`src/rtl/dm_arb_pkg.sv`:
```
// dm_arb_pkg: shared constants for the data-memory arbiter.
//   - FSM state encoding (IDLE / ACCESS / RESP)
//   - requester port identifiers (CPU load/store unit, debug/DMA)
package dm_arb_pkg;

    localparam logic [1:0] IDLE   = 2'd0;
    localparam logic [1:0] ACCESS = 2'd1;
    localparam logic [1:0] RESP   = 2'd2;

    localparam logic PORT_CPU = 1'b0;
    localparam logic PORT_DBG = 1'b1;

endpackage

```
`src/rtl/dm_arbiter_if.sv`:
```
// dm_arbiter_if: bundle of the two requester handshakes and the data-memory
// pins around dm_arbiter.
//   slave  : the arbiter's view (takes requests, drives done/rdata/dm_*/busy)
//   master : the environment's view (requesters plus memory read data)
interface dm_arbiter_if #(
    parameter int AW = 8,
    parameter int DW = 32
);
    logic          rq0_req;
    logic          rq0_we;
    logic [AW-1:0] rq0_addr;
    logic [DW-1:0] rq0_wdata;
    logic          rq0_done;
    logic [DW-1:0] rq0_rdata;

    logic          rq1_req;
    logic          rq1_we;
    logic [AW-1:0] rq1_addr;
    logic [DW-1:0] rq1_wdata;
    logic          rq1_done;
    logic [DW-1:0] rq1_rdata;

    logic [AW-1:0] dm_addr;
    logic          dm_read;
    logic          dm_write;
    logic [DW-1:0] dm_wrt_data;
    logic [DW-1:0] dm_rd_data;

    logic          busy;

    modport slave (
        input  rq0_req, rq0_we, rq0_addr, rq0_wdata,
        input  rq1_req, rq1_we, rq1_addr, rq1_wdata,
        input  dm_rd_data,
        output rq0_done, rq0_rdata, rq1_done, rq1_rdata,
        output dm_addr, dm_read, dm_write, dm_wrt_data, busy
    );

    modport master (
        output rq0_req, rq0_we, rq0_addr, rq0_wdata,
        output rq1_req, rq1_we, rq1_addr, rq1_wdata,
        output dm_rd_data,
        input  rq0_done, rq0_rdata, rq1_done, rq1_rdata,
        input  dm_addr, dm_read, dm_write, dm_wrt_data, busy
    );

endinterface

```
`src/rtl/dm_arbiter_rr_arb2.sv`:
```
// rr_arb2: combinational two-way round-robin pick.
//   req[1:0]  : request per port
//   ptr       : port that wins when both request
//   gnt_id    : chosen port
//   gnt_valid : at least one port requests
module rr_arb2 (
    input  logic [1:0] req,
    input  logic       ptr,
    output logic       gnt_id,
    output logic       gnt_valid
);

    always_comb begin
        // NOTE: combinational outputs get a default first so no path leaves
        // them unassigned, which would otherwise infer a latch.
        gnt_id    = 1'b0;
        gnt_valid = |req;
        if (&req) gnt_id = ptr;   // contention: the pointer decides
        else      gnt_id = req[1]; // lone requester wins regardless of ptr
    end

endmodule

```
`src/rtl/dm_arbiter.sv`:
```
// dm_arbiter: shares a single-port data memory between the CPU load/store
// unit (port 0) and a debug/DMA requester (port 1), round-robin, with a
// fixed read latency of LAT cycles (1..7).
//   clk  : rising-edge clock
//   rst  : synchronous, active-low reset
//   bus  : requester handshakes, memory pins and busy (slave view)
module dm_arbiter
    import dm_arb_pkg::*;
#(
    parameter int AW  = 8,
    parameter int DW  = 32,
    parameter int LAT = 1
) (
    input  logic          clk,
    input  logic          rst,
    dm_arbiter_if.slave   bus
);

    generate
        if (LAT < 1 || LAT > 7) begin : g_bad_lat
            $error("dm_arbiter: LAT must be in 1..7");
        end
    endgenerate

    logic [1:0]    state;
    logic          ptr;
    logic [2:0]    cnt;
    logic          id_q;
    logic          we_q;
    logic [AW-1:0] addr_q;
    logic [DW-1:0] wdata_q;
    logic [DW-1:0] rdata0_q;
    logic [DW-1:0] rdata1_q;

    logic gnt_id;
    logic gnt_valid;

    rr_arb2 u_rr (
        .req       ({bus.rq1_req, bus.rq0_req}),
        .ptr       (ptr),
        .gnt_id    (gnt_id),
        .gnt_valid (gnt_valid)
    );

    always_ff @(posedge clk) begin
        // NOTE: state is updated with non-blocking assignments so every
        // register sees the pre-edge values of the others.
        if (!rst) begin
            // NOTE: the latched request and rdata registers are plain flops,
            // reset so outputs read 0 after reset rather than stale data.
            state    <= IDLE;
            ptr      <= 1'b0;
            cnt      <= 3'd0;
            id_q     <= 1'b0;
            we_q     <= 1'b0;
            addr_q   <= '0;
            wdata_q  <= '0;
            rdata0_q <= '0;
            rdata1_q <= '0;
        end else begin
            case (state)
                IDLE: begin
                    if (gnt_valid) begin
                        id_q    <= gnt_id;
                        we_q    <= gnt_id ? bus.rq1_we    : bus.rq0_we;
                        addr_q  <= gnt_id ? bus.rq1_addr  : bus.rq0_addr;
                        wdata_q <= gnt_id ? bus.rq1_wdata : bus.rq0_wdata;
                        cnt     <= 3'(LAT - 1);
                        state   <= ACCESS;
                    end
                end
                ACCESS: begin
                    if (we_q) begin
                        state <= RESP;
                    end else if (cnt != 3'd0) begin
                        cnt <= cnt - 3'd1;
                    end else begin
                        // Last access cycle of a read: memory data is valid now.
                        if (id_q == PORT_DBG) rdata1_q <= bus.dm_rd_data;
                        else                  rdata0_q <= bus.dm_rd_data;
                        state <= RESP;
                    end
                end
                RESP: begin
                    ptr   <= ~id_q;
                    state <= IDLE;
                end
                default: state <= IDLE;
            endcase
        end
    end

    // Outputs depend only on registered state, never on request inputs.
    logic in_access;
    assign in_access = (state == ACCESS);

    assign bus.dm_addr     = in_access ? addr_q  : '0;
    assign bus.dm_wrt_data = in_access ? wdata_q : '0;
    assign bus.dm_write    = in_access &  we_q;
    assign bus.dm_read     = in_access & ~we_q;
    assign bus.busy        = (state != IDLE);

    assign bus.rq0_done  = (state == RESP) && (id_q == PORT_CPU);
    assign bus.rq1_done  = (state == RESP) && (id_q == PORT_DBG);
    assign bus.rq0_rdata = rdata0_q;
    assign bus.rq1_rdata = rdata1_q;

endmodule

```
`src/flat_wrapper.sv`:
```
// flat-port wrapper written by rule: the top's interface ports become plain ports
module dm_arbiter_flat import dm_arb_pkg::*;
#(
    parameter int AW  = 8,
    parameter int DW  = 32,
    parameter int LAT = 1
)
  (clk, rst, bus_rq0_req, bus_rq0_we, bus_rq0_addr, bus_rq0_wdata, bus_rq1_req, bus_rq1_we, bus_rq1_addr, bus_rq1_wdata, bus_dm_rd_data, bus_rq0_done, bus_rq0_rdata, bus_rq1_done, bus_rq1_rdata, bus_dm_addr, bus_dm_read, bus_dm_write, bus_dm_wrt_data, bus_busy);
  dm_arbiter_if #(.AW(AW), .DW(DW)) bus_i ();
  input  logic clk;
  input  logic rst;
  input wire logic [$bits(bus_i.rq0_req)-1:0] bus_rq0_req;
  input wire logic [$bits(bus_i.rq0_we)-1:0] bus_rq0_we;
  input wire logic [$bits(bus_i.rq0_addr)-1:0] bus_rq0_addr;
  input wire logic [$bits(bus_i.rq0_wdata)-1:0] bus_rq0_wdata;
  input wire logic [$bits(bus_i.rq1_req)-1:0] bus_rq1_req;
  input wire logic [$bits(bus_i.rq1_we)-1:0] bus_rq1_we;
  input wire logic [$bits(bus_i.rq1_addr)-1:0] bus_rq1_addr;
  input wire logic [$bits(bus_i.rq1_wdata)-1:0] bus_rq1_wdata;
  input wire logic [$bits(bus_i.dm_rd_data)-1:0] bus_dm_rd_data;
  output wire logic [$bits(bus_i.rq0_done)-1:0] bus_rq0_done;
  output wire logic [$bits(bus_i.rq0_rdata)-1:0] bus_rq0_rdata;
  output wire logic [$bits(bus_i.rq1_done)-1:0] bus_rq1_done;
  output wire logic [$bits(bus_i.rq1_rdata)-1:0] bus_rq1_rdata;
  output wire logic [$bits(bus_i.dm_addr)-1:0] bus_dm_addr;
  output wire logic [$bits(bus_i.dm_read)-1:0] bus_dm_read;
  output wire logic [$bits(bus_i.dm_write)-1:0] bus_dm_write;
  output wire logic [$bits(bus_i.dm_wrt_data)-1:0] bus_dm_wrt_data;
  output wire logic [$bits(bus_i.busy)-1:0] bus_busy;
  assign bus_i.rq0_req = bus_rq0_req;
  assign bus_i.rq0_we = bus_rq0_we;
  assign bus_i.rq0_addr = bus_rq0_addr;
  assign bus_i.rq0_wdata = bus_rq0_wdata;
  assign bus_i.rq1_req = bus_rq1_req;
  assign bus_i.rq1_we = bus_rq1_we;
  assign bus_i.rq1_addr = bus_rq1_addr;
  assign bus_i.rq1_wdata = bus_rq1_wdata;
  assign bus_i.dm_rd_data = bus_dm_rd_data;
  assign bus_rq0_done = bus_i.rq0_done;
  assign bus_rq0_rdata = bus_i.rq0_rdata;
  assign bus_rq1_done = bus_i.rq1_done;
  assign bus_rq1_rdata = bus_i.rq1_rdata;
  assign bus_dm_addr = bus_i.dm_addr;
  assign bus_dm_read = bus_i.dm_read;
  assign bus_dm_write = bus_i.dm_write;
  assign bus_dm_wrt_data = bus_i.dm_wrt_data;
  assign bus_busy = bus_i.busy;
  dm_arbiter #(.AW(AW), .DW(DW), .LAT(LAT)) u_core (.clk(clk), .rst(rst), .bus(bus_i));
endmodule
```
`config.mk`:
```
export PLATFORM = sky130hd
export DESIGN_NAME = dm_arbiter_flat
export DESIGN_NICKNAME = d
export VERILOG_FILES = /design/src/rtl/dm_arb_pkg.sv /design/src/rtl/dm_arbiter_if.sv /design/src/rtl/dm_arbiter_rr_arb2.sv /design/src/rtl/dm_arbiter.sv /design/src/flat_wrapper.sv
export SDC_FILE = /design/constraint.sdc
export NUM_CORES = 1
export LEC_CHECK = 0
export CORE_ASPECT_RATIO = 0.9
export CORE_UTILIZATION = 30
export DETAILED_ROUTE_END_ITERATION = 8
export GPL_ROUTABILITY_DRIVEN = 0
export HOLD_SLACK_MARGIN = 0.15
export PLACE_DENSITY = 0.68
export REMOVE_ABC_BUFFERS = 1
export SYNTH_ARGS = -nofsm -noshare
export SYNTH_HDL_FRONTEND = slang
export SYNTH_SLANG_ARGS = --single-unit
```
`constraint.sdc`:
```
create_clock -name clk -period 1.9 [get_ports clk]
set_input_delay 0.38 -clock clk [delete_from_list [all_inputs] [get_ports clk]]
set_output_delay 0.38 -clock clk [all_outputs]
set_load 0.05 [all_outputs]
```
==> impl_results.md, run 1 <==
- CTS Sinks: 112
- Pwr Total: 6.38 mW
- Initial DRC count: 147
- Port Buffers: roughly 230
- Vias: 4926
- Global-route wire length before repair: between 20000 and 25000 um
- Number of synthesized flops with an enable pin: 0
- Critical Path Start Type: flip-flop
- Crit-path max FO: 2
- Detailed-route DRC error count: 0
- Hold Crit Class: flip-flop to flip-flop
- CTS max path bufs: 2
- Setup tns final: 0 ps
- Crit path max-delay family: buffers and inverters
- Top_reg_cell synth: dfxtp_1
- Endpoint class of the critical path: primary output
- Mapped cell area: approximately 5300 um2
- CTS clock-pin slew for the worst setup and hold paths: 70 ps
- Rows: 45
- Worst Path Buf+Inv: 1
- Syn Inst Count: between 500 and 600
- Synth Register Bits: 112
- Cell-by-cell listing of the critical path: clkdlybuf4s50_1
- Final setup violation count: 0
- Worst endpoint required time: around 1500 ps
- WL final: 16400 um
- H-Tree Depth: 3
- Wirelength per Cell: 16.1 um
- Fillers: 1538
- ANT cells: 0
- Setup crit start: u_core.bus.rq0_rdata[24]$_SDFFE_PN0P_
- Crit Reg-Reg Startpoint: u_core.cnt[0]$_SDFFE_PN0P_
- Pins over their slew limit: 0
- Final hold vios: 0
- Hold slack final: 451 ps
- Yosys warns: 0
- DRT Pass-1 Iters: 4
- Vias per std cell: 4.82
- RSZ-0062 raised after global routing: true
- Setup CP Type: flip-flop to primary output
- Commonest cells post-synth: dfxtp_1, nand2_1, mux2i_1
- Post-DP HPWL: 11100 um
- Root Driver: clkbuf_16
- Tcrit/Tclk final: a little over nine tenths
- Vias in the first global route: 4607
- Post-route ant nets: 0
- Core footprint: 17100 um2
- Lkg Pwr: 4.22 nW
- Outcome: completed
- MaxCap Viol Count: 0
- CTS tree: done
- Inserted Clock Buffers: 9
- Unique masters post-synth: 30
- Initial antenna violation count: 0
- VDD IR max: 394 uV
- Hold path start: u_core.bus.rq0_rdata[8]$_SDFFE_PN0P_
- Most numerous cell in the Yosys netlist: dfxtp_1
- Hold-fix buffers, CTS: 0
- Reg-to-reg slack, setup: 110 ps
- Worst-Margin Slew: between 500 and 600 ps
- Setup Skew: roughly 12 ps
- Layout cell share with drive strength beyond 1: 21.4%
- Sequential fraction of the synthesis area: 42.4%
- PD cells: 722 nW/um2
- Final global-route overflow total: 0
- CP max stage cell: clkdlybuf4s50_1
- Io pins: 227
- Arr. time, crit path: 1480 ps
- Slew margin rel.: approximately 64%
- Largest area contributor in the netlist: dfxtp_1
- Hold Crit Endpoint: u_core.bus.rq0_rdata[8]$_SDFFE_PN0P_
- Share of the synthesized area in the top cell type: 42.4%
- Die Area: between 15000 and 20000 um2
- Top post-synthesis cells by area: dfxtp_1, mux2i_1, o311a_1, nand2_1, a21boi_0
- Starting Density: 31.0%
- Min Tclk post-route: around 1900 ps
- Avg Inst Size Synth: 9.25 um2
- Crit-path max cell delay: 800 ps
- Die X: about 140 um
- Ys async rst share: 0%
- Clk Latency, worst-skew pair: 360 ps
- Area Overhead vs Synth: 67.0%
- Largest net degree at the start of global routing: 78
- Die span in y: between 100 and 150 um
- Fmax: 0.536 GHz
- Global-route usage over all layers: ~18%
- RR Endpoint: u_core.bus.rq1_rdata[7]$_SDFFE_PN0P_
- Final-stage net count: 901
- Worst r2r path cells: 7
- Worst hold stages: 2
- Final core utilization: 51.8%
[sequential cells by signal (all words and copies together), names as in the netlist]
register,count
u_core.cnt,3
u_core.state,2
u_core.ptr,1
u_core.bus.rq0_rdata,32
u_core.wdata_q,32
u_core.bus.rq1_rdata,32
u_core.we_q,1
u_core.addr_q,8
u_core.id_q,1
[how the worst max path moves through the flow]
stage          cells after the start  slack [ps]                               endpoint
4_1_cts                            5         -30                     bus_dm_wrt_data[3]
2_1_floorplan                      6        -670   u_core.bus.rq0_rdata[0]$_SDFFE_PN0P_
5_1_grt                            6         -30                     bus_dm_wrt_data[4]
6_report                           1          40                      bus_rq0_rdata[24]
3_5_place_dp                       6         -30             u_core.cnt[1]$_SDFFE_PN0P_
3_3_place_gp                       7          10  u_core.bus.rq1_rdata[10]$_SDFFE_PN0P_
[cell families after synthesis]
kind of cell               Yosys count  synth area share, %
AOI/OAI and AO/OA                  133                 20.5
adders and majority gates            2                0.473
buffers and inverters               64                 5.82
DFF                                112                 42.4
muxes                               64                 12.1
and+or+nand+nor                    197                 18.7
[report_power, final]
part | switching [mW] | internal (mW) | total, mW
logic | 0.956 | 0.913 | 1.87
clock network | 0.974 | 0.925 | 1.90
registers | 0.0907 | 2.52 | 2.61
total | 2.02 | 4.36 | 6.38
[per-stage QoR]
stage / instances / area [um2] / worst slack, ps
after CTS: 1015 / 8580 / -32.1
after detailed placement: 998 / 8260 / -32.1
after floorplan: 514 / 5010 / -666
after global routing: 1021 / 8840 / -25.5
final: 1021 / 8840 / 35.1
after global placement: 998 / 8260 / 10.7
[timing repair]
item                                    in CTS  in global routing
gates resized for setup                     37                 65
endpoints found under the setup margin     104                 77
pin swaps                                    0                 14
setup buffers                                0                  3
gates cloned                                 1                  3
[per-layer routing]
metal	routed length, um	GRT usage, %	vias up	share of wire (%)
li1	-	-	2441	-
met1	7340	22.4	2273	45
met2	7300	27.7	201	44
met3	1600	7.66	11	9.8
met4	167	4.17	0	1.0
met5	0	0	-	0
[cell type report]
class                   instances  area, um2  area share, %
clock buffers                  10        229           2.59
well taps                     235        294           3.33
inverters                       6       27.5          0.312
clock inverters                 6       62.6          0.708
flip-flops and latches        112       2250           25.5
multi-input cells             396       2890           32.7
repair buffers                256       3090           34.9
[cells in the final DEF (no fill, tap or decap), drive strengths merged]
| cell type | synthesis | final |
|---|---|---|
| a21boi | 41 | 41 |
| a21oi | 3 | 3 |
| and2 | 41 | 41 |
| and3 | 42 | 42 |
| buf | 8 | 96 |
| clkbuf | 50 | 12 |
| clkdlybuf4s50 | 0 | 116 |
| clkinv | 1 | 4 |
| dfxtp | 112 | 112 |
| dlygate4sd2 | 0 | 26 |
| dlymetal6s2s | 0 | 16 |
| ha | 2 | 2 |
| inv | 5 | 8 |
| mux2i | 64 | 64 |
| nand2 | 101 | 101 |
| nand2b | 1 | 1 |
| nand3 | 1 | 1 |
| nor2 | 5 | 5 |
| nor3 | 1 | 1 |
| nor3b | 1 | 1 |
| nor4 | 1 | 1 |
| o21ai | 4 | 4 |
| o21bai | 41 | 41 |
| o22ai | 1 | 1 |
| o311a | 41 | 41 |
| o32ai | 2 | 2 |
| or2b | 1 | 1 |
| or4b | 2 | 2 |
Power figures use the tool's default switching activity.
==> run 2, diff against run 1 <==
- SETUP_SLACK_MARGIN: not set -> 0.3
- SKIP_CTS_REPAIR_TIMING: not set -> 1
==> run 2 against run 1 <==
Against the previous run:
- routed wire length is 6.2% higher
- highest routed layer unchanged
- clock skew hardly changed
- sequential power is essentially flat
- largest power group unchanged
- via count is 1.1% higher
- worst hold slack improved by 1.8 ps
==> impl_results.md, run 2 (synthesis results as in run 1) <==
- Root Driver: clkbuf_16
- WL final: between 15000 and 20000 um
- Wirelength per Cell: 16.9 um
- Endpoint class of the critical path: primary output
- Die span in y: 128 um
- Vias: ~5000
- Final global-route overflow total: 0
- Layout cell share with drive strength beyond 1: approximately a quarter
- Crit-path max FO: 8
- Final hold vios: 0
- Crit-path max cell delay: 380 ps
- Hold Crit Class: flip-flop to flip-flop
- Tcrit/Tclk final: 98.7%
- CTS Sinks: ~110
- Post-route ant nets: 0
- Rows: 45
- Global-route usage over all layers: 17.5%
- Area Overhead vs Synth: 73.7%
- Initial antenna violation count: 0
- CTS tree: done
- DRT Pass-1 Iters: 6
- Initial DRC count: 126
- Starting Density: 31.0%
- Commonest non-fill, non-tap cell in the layout: clkdlybuf4s50_1
- Vias in the first global route: about 4600
- Slew margin rel.: 63.4%
- Most frequent cells in the layout: clkdlybuf4s50_1, dfxtp_1, nand2_1, mux2i_1, buf_12
- Cell-by-cell listing of the critical path: inv_4 -> nor2_4 -> buf_12 -> clkbuf_16 -> and2_4 -> buf_12
- Fmax: between 0.5 and 0.6 GHz
- Setup CP Type: flip-flop to primary output
- Detailed-route DRC error count: 0
- Die X: 142 um
- RSZ-0062 raised after global routing: true
- Final core utilization: 53.9%
- Final-stage net count: 911
- Global-route wire length before repair: 24700 um
- Pwr Total: 6.49 mW
- Outcome: completed
- Worst endpoint required time: 1520 ps
- CTS max path bufs: 2
- CP max stage cell: dfxtp_4
- Post-DP HPWL: 11100 um
- Critical Path Start Type: flip-flop
- Worst-Margin Slew: 549 ps
- Core footprint: 17100 um2
- PD cells: 706 nW/um2
- Lkg Pwr: 4.69 nW
- Crit path max-delay family: buffers and inverters
- Setup Skew: 11.3 ps
- CTS clock-pin slew for the worst setup and hold paths: 80 ps
- Hold slack final: around 450 ps
- VDD IR max: 405 uV
- H-Tree Depth: 3
- Port Buffers: 226
- Io pins: ~230
- Die Area: approximately 18000 um2
- Worst Path Buf+Inv: 4
- Largest net degree at the start of global routing: 78
- Pins over their slew limit: 0
- MaxCap Viol Count: 0
- Clk Latency, worst-skew pair: 360 ps
- Vias per std cell: about 4.8
- Most frequent CP cell: buf_12
- Min Tclk post-route: 1880 ps
- Final setup violation count: 0
- ANT cells: 0
- Inserted Clock Buffers: 9
- Arr. time, crit path: around 1500 ps
-- run 2: final cells by class --
type                            count  area [um2]
Timing Repair Buffer              266        3380
Fill cell                        1479        7870
Tap cell                          235         294
Clock buffer                       10         229
Clock inverter                      6        62.6
Multi-Input combinational cell    396        2950
Sequential cell                   112        2250
Inverter                            6        28.8
-- run 2: worst register-to-register path, stage by stage (launching register included) --
cell       delay [ps]
dfxtp_2           330
inv_2              70
ha_4              130
ha_4              130
nand2_2            60
or4b_4            580
clkbuf_16         220
mux2i_1           120
-- run 2: path summary, 6_finish.rpt --
kind | start | to | slack [ps] | cells past startpoint
worst max-delay path | u_core.state[0]$_SDFFE_PN0P_ | bus_dm_wrt_data[4] | 20 | 6
worst min-delay path | u_core.bus.rq0_rdata[6]$_SDFFE_PN0P_ | u_core.bus.rq0_rdata[6]$_SDFFE_PN0P_ | 450 | 2
worst max register to register | u_core.cnt[0]$_SDFFE_PN0P_ | u_core.bus.rq1_rdata[15]$_SDFFE_PN0P_ | 160 | 7
worst min register to register | u_core.bus.rq0_rdata[6]$_SDFFE_PN0P_ | u_core.bus.rq0_rdata[6]$_SDFFE_PN0P_ | 450 | 2
-- run 2: where the power goes --
part / internal [mW] / switching, mW / leakage (nW) / total, mW
sequential: 2.52 / 0.0932 / 0.919 / 2.61
combinational: 0.990 / 0.990 / 3.63 / 1.98
clock: 0.925 / 0.972 / 0.142 / 1.90
total: 4.43 / 2.06 / 4.69 / 6.49
-- run 2: stage by stage --
step	setup TNS, ps	instance area [um2]	std cells	setup slack (ps)
final	0	9190	1031	24.0
after global routing	-520	9190	1031	-33.7
after CTS	-6470	8550	1014	-202
after detailed placement	-494	8260	998	-32.1
after global placement	0	8260	998	10.7
after floorplan	-56590	5010	514	-666
-- run 2: metal layers --
metal	share of wire [%]	vias up	track usage [%]
li1	-	2456	-
met4	1.1	0	4.68
met2	46	204	27.0
met1	44	2310	22.0
met3	9.2	12	7.77
met5	0	-	0
==> run 3, diff against run 2 <==
- CORE_UTILIZATION: 30 -> 40
- CTS_BUF_LIST: not set -> sky130_fd_sc_hd__clkbuf_4
- PLACE_DENSITY: 0.68 -> 0.85
==> run 3 against run 2 <==
Against the previous run:
- the flow now finishes with violations (setup timing)
- critical path depth stayed put
- register-to-register slack got worse by 170 ps
- non-clock buffer count is 8 lower
- combinational power shrank 4%
- die area shrank 25%
- power down 12%
- first-iteration DRC count up 140%
- final cell count down 7.6%
- fmax is 9.4% lower
- count of clock-buffer cells in the layout is 1 lower
- setup slack lost 190 ps
- highest routed layer unchanged
==> impl_results.md, run 3 (synthesis results as in run 1) <==
- Design Area, Final: around 8500 um2
- Critical Path Start Type: flip-flop
- Initial antenna violation count: 1
- Starting Density: between 40% and 50%
- Vias: 5135
- Final hold vios: 0
- CTS max path bufs: 2
- Layout cell share with drive strength beyond 1: 28.2%
- Final-stage net count: 903
- Die span in y: 111 um
- H-Tree Depth: 3
- Crit-path max FO: 6
- Inserted Clock Buffers: 9
- Final core utilization: about two thirds
- Min Tclk post-route: 2070 ps
- CTS tree: done
- Initial DRC count: 308
- Io pins: 227
- VDD IR max: 449 uV
- Lkg Pwr: between 3 and 4 nW
- Setup CP Type: flip-flop to primary output
- Final setup violation count: 46
- Pwr Total: 5.73 mW
- Final global-route overflow total: 0
- Area Overhead vs Synth: 60.5%
- Core footprint: 12800 um2
- Worst endpoint required time: 1520 ps
- RSZ-0062 raised after global routing: true
- Rows: 39
- Root Driver: clkbuf_4
- Post-route ant nets: 0
- Setup WS post-layout: -170 ps
- Placed instance area: about 8000 um2
- Finished Layout Cells: 953
- Vias per std cell: between 5 and 6
- Global-route usage over all layers: between 20% and 30%
- Hold Crit Class: input pin to flip-flop
- Wirelength per Cell: 17.5 um
- DRT Pass-1 Iters: 6
- Failing checks: setup timing
- Detailed-route DRC error count: 0
- Setup tns final: -5010 ps
- Port Buffers: 226
- Die X: around 120 um
- Setup Skew: around 24 ps
- CTS clock-pin slew for the worst setup and hold paths: 190 ps
- Clk Latency, worst-skew pair: 500 ps
- Most frequent cells in the layout: clkdlybuf4s50_1, dfxtp_1, nand2_1, mux2i_1, buf_12
- Outcome: complete, but fails checks
- Commonest non-fill, non-tap cell in the layout: clkdlybuf4s50_1
- Slew margin rel.: between 60% and 70%
- Tcrit/Tclk final: 109%
- Placement Setup Slack: -52.6 ps
- Global-route wire length before repair: about 24000 um
- Largest net degree at the start of global routing: 84
- PD cells: 675 nW/um2
- MaxCap Viol Count: 0
- Post-DP HPWL: 10400 um
- Vias in the first global route: 4892
- Hold slack final: 258 ps
- Fmax: 0.483 GHz
- Placed cells: 920
- Endpoint class of the critical path: primary output
- WL final: 16700 um
- Pins over their slew limit: 0
- CTS Sinks: 112
- Worst-Margin Slew: around 480 ps
- Die Area: 13700 um2
- Arr. time, crit path: 1690 ps
-- run 3: cell count changes in the layout (fill, tap and decap cells not counted), moves of 3 or more --
cell            previous run  this run
buf_4                     37        22
buf_2                      1        22
buf_12                    59        56
clkbuf_16                 16         5
dlymetal6s2s_1            43         0
clkbuf_2                   0         9
clkinv_4                   3         0
clkbuf_4                   0        35
inv_6                      1         4
-- run 3: path summary, 6_finish.rpt --
kind                            cells after the start  slack [ps]                              endpoint                            startpoint
worst max-delay path                                6        -170                   bus_dm_wrt_data[21]          u_core.state[0]$_SDFFE_PN0P_
worst min-delay path                                2         260        u_core.wdata_q[7]$_SDFFE_PN0P_                                   rst
worst max register to register                      7         -10  u_core.bus.rq1_rdata[9]$_SDFFE_PN0P_            u_core.cnt[0]$_SDFFE_PN0P_
worst min register to register                      2         470  u_core.bus.rq0_rdata[0]$_SDFFE_PN0P_  u_core.bus.rq0_rdata[0]$_SDFFE_PN0P_
-- run 3: per-layer routing --
metal | wire length (um) | vias to the layer above | track usage (%)
met4 | 174 | 0 | 4.50
met2 | 7830 | 236 | 35.5
met5 | 0 | - | 0
met1 | 6940 | 2445 | 26.7
met3 | 1750 | 9 | 9.21
li1 | - | 2445 | -
-- run 3: cell type report --
cell class / instances / area, um2
clock buffers: 9 / 67.6
inverters: 6 / 25.0
repair buffers: 258 / 2950
well taps: 164 / 205
multi-input cells: 396 / 2920
clock inverters: 7 / 71.3
diodes: 1 / 2.50
flip-flops and latches: 112 / 2250
fillers: 963 / 4290
-- run 3: power breakdown --
part | internal, mW | switching [mW] | total, mW
Combinational | 0.925 | 0.979 | 1.90
Sequential | 2.52 | 0.0995 | 2.62
Clock | 0.306 | 0.900 | 1.21
-- run 3: critical path: stages (launching register included) --
cell     delay (ps)
dfxtp_4         400
inv_4            40
nor2_4          160
buf_12          160
buf_6           150
and2_4          160
buf_12          130
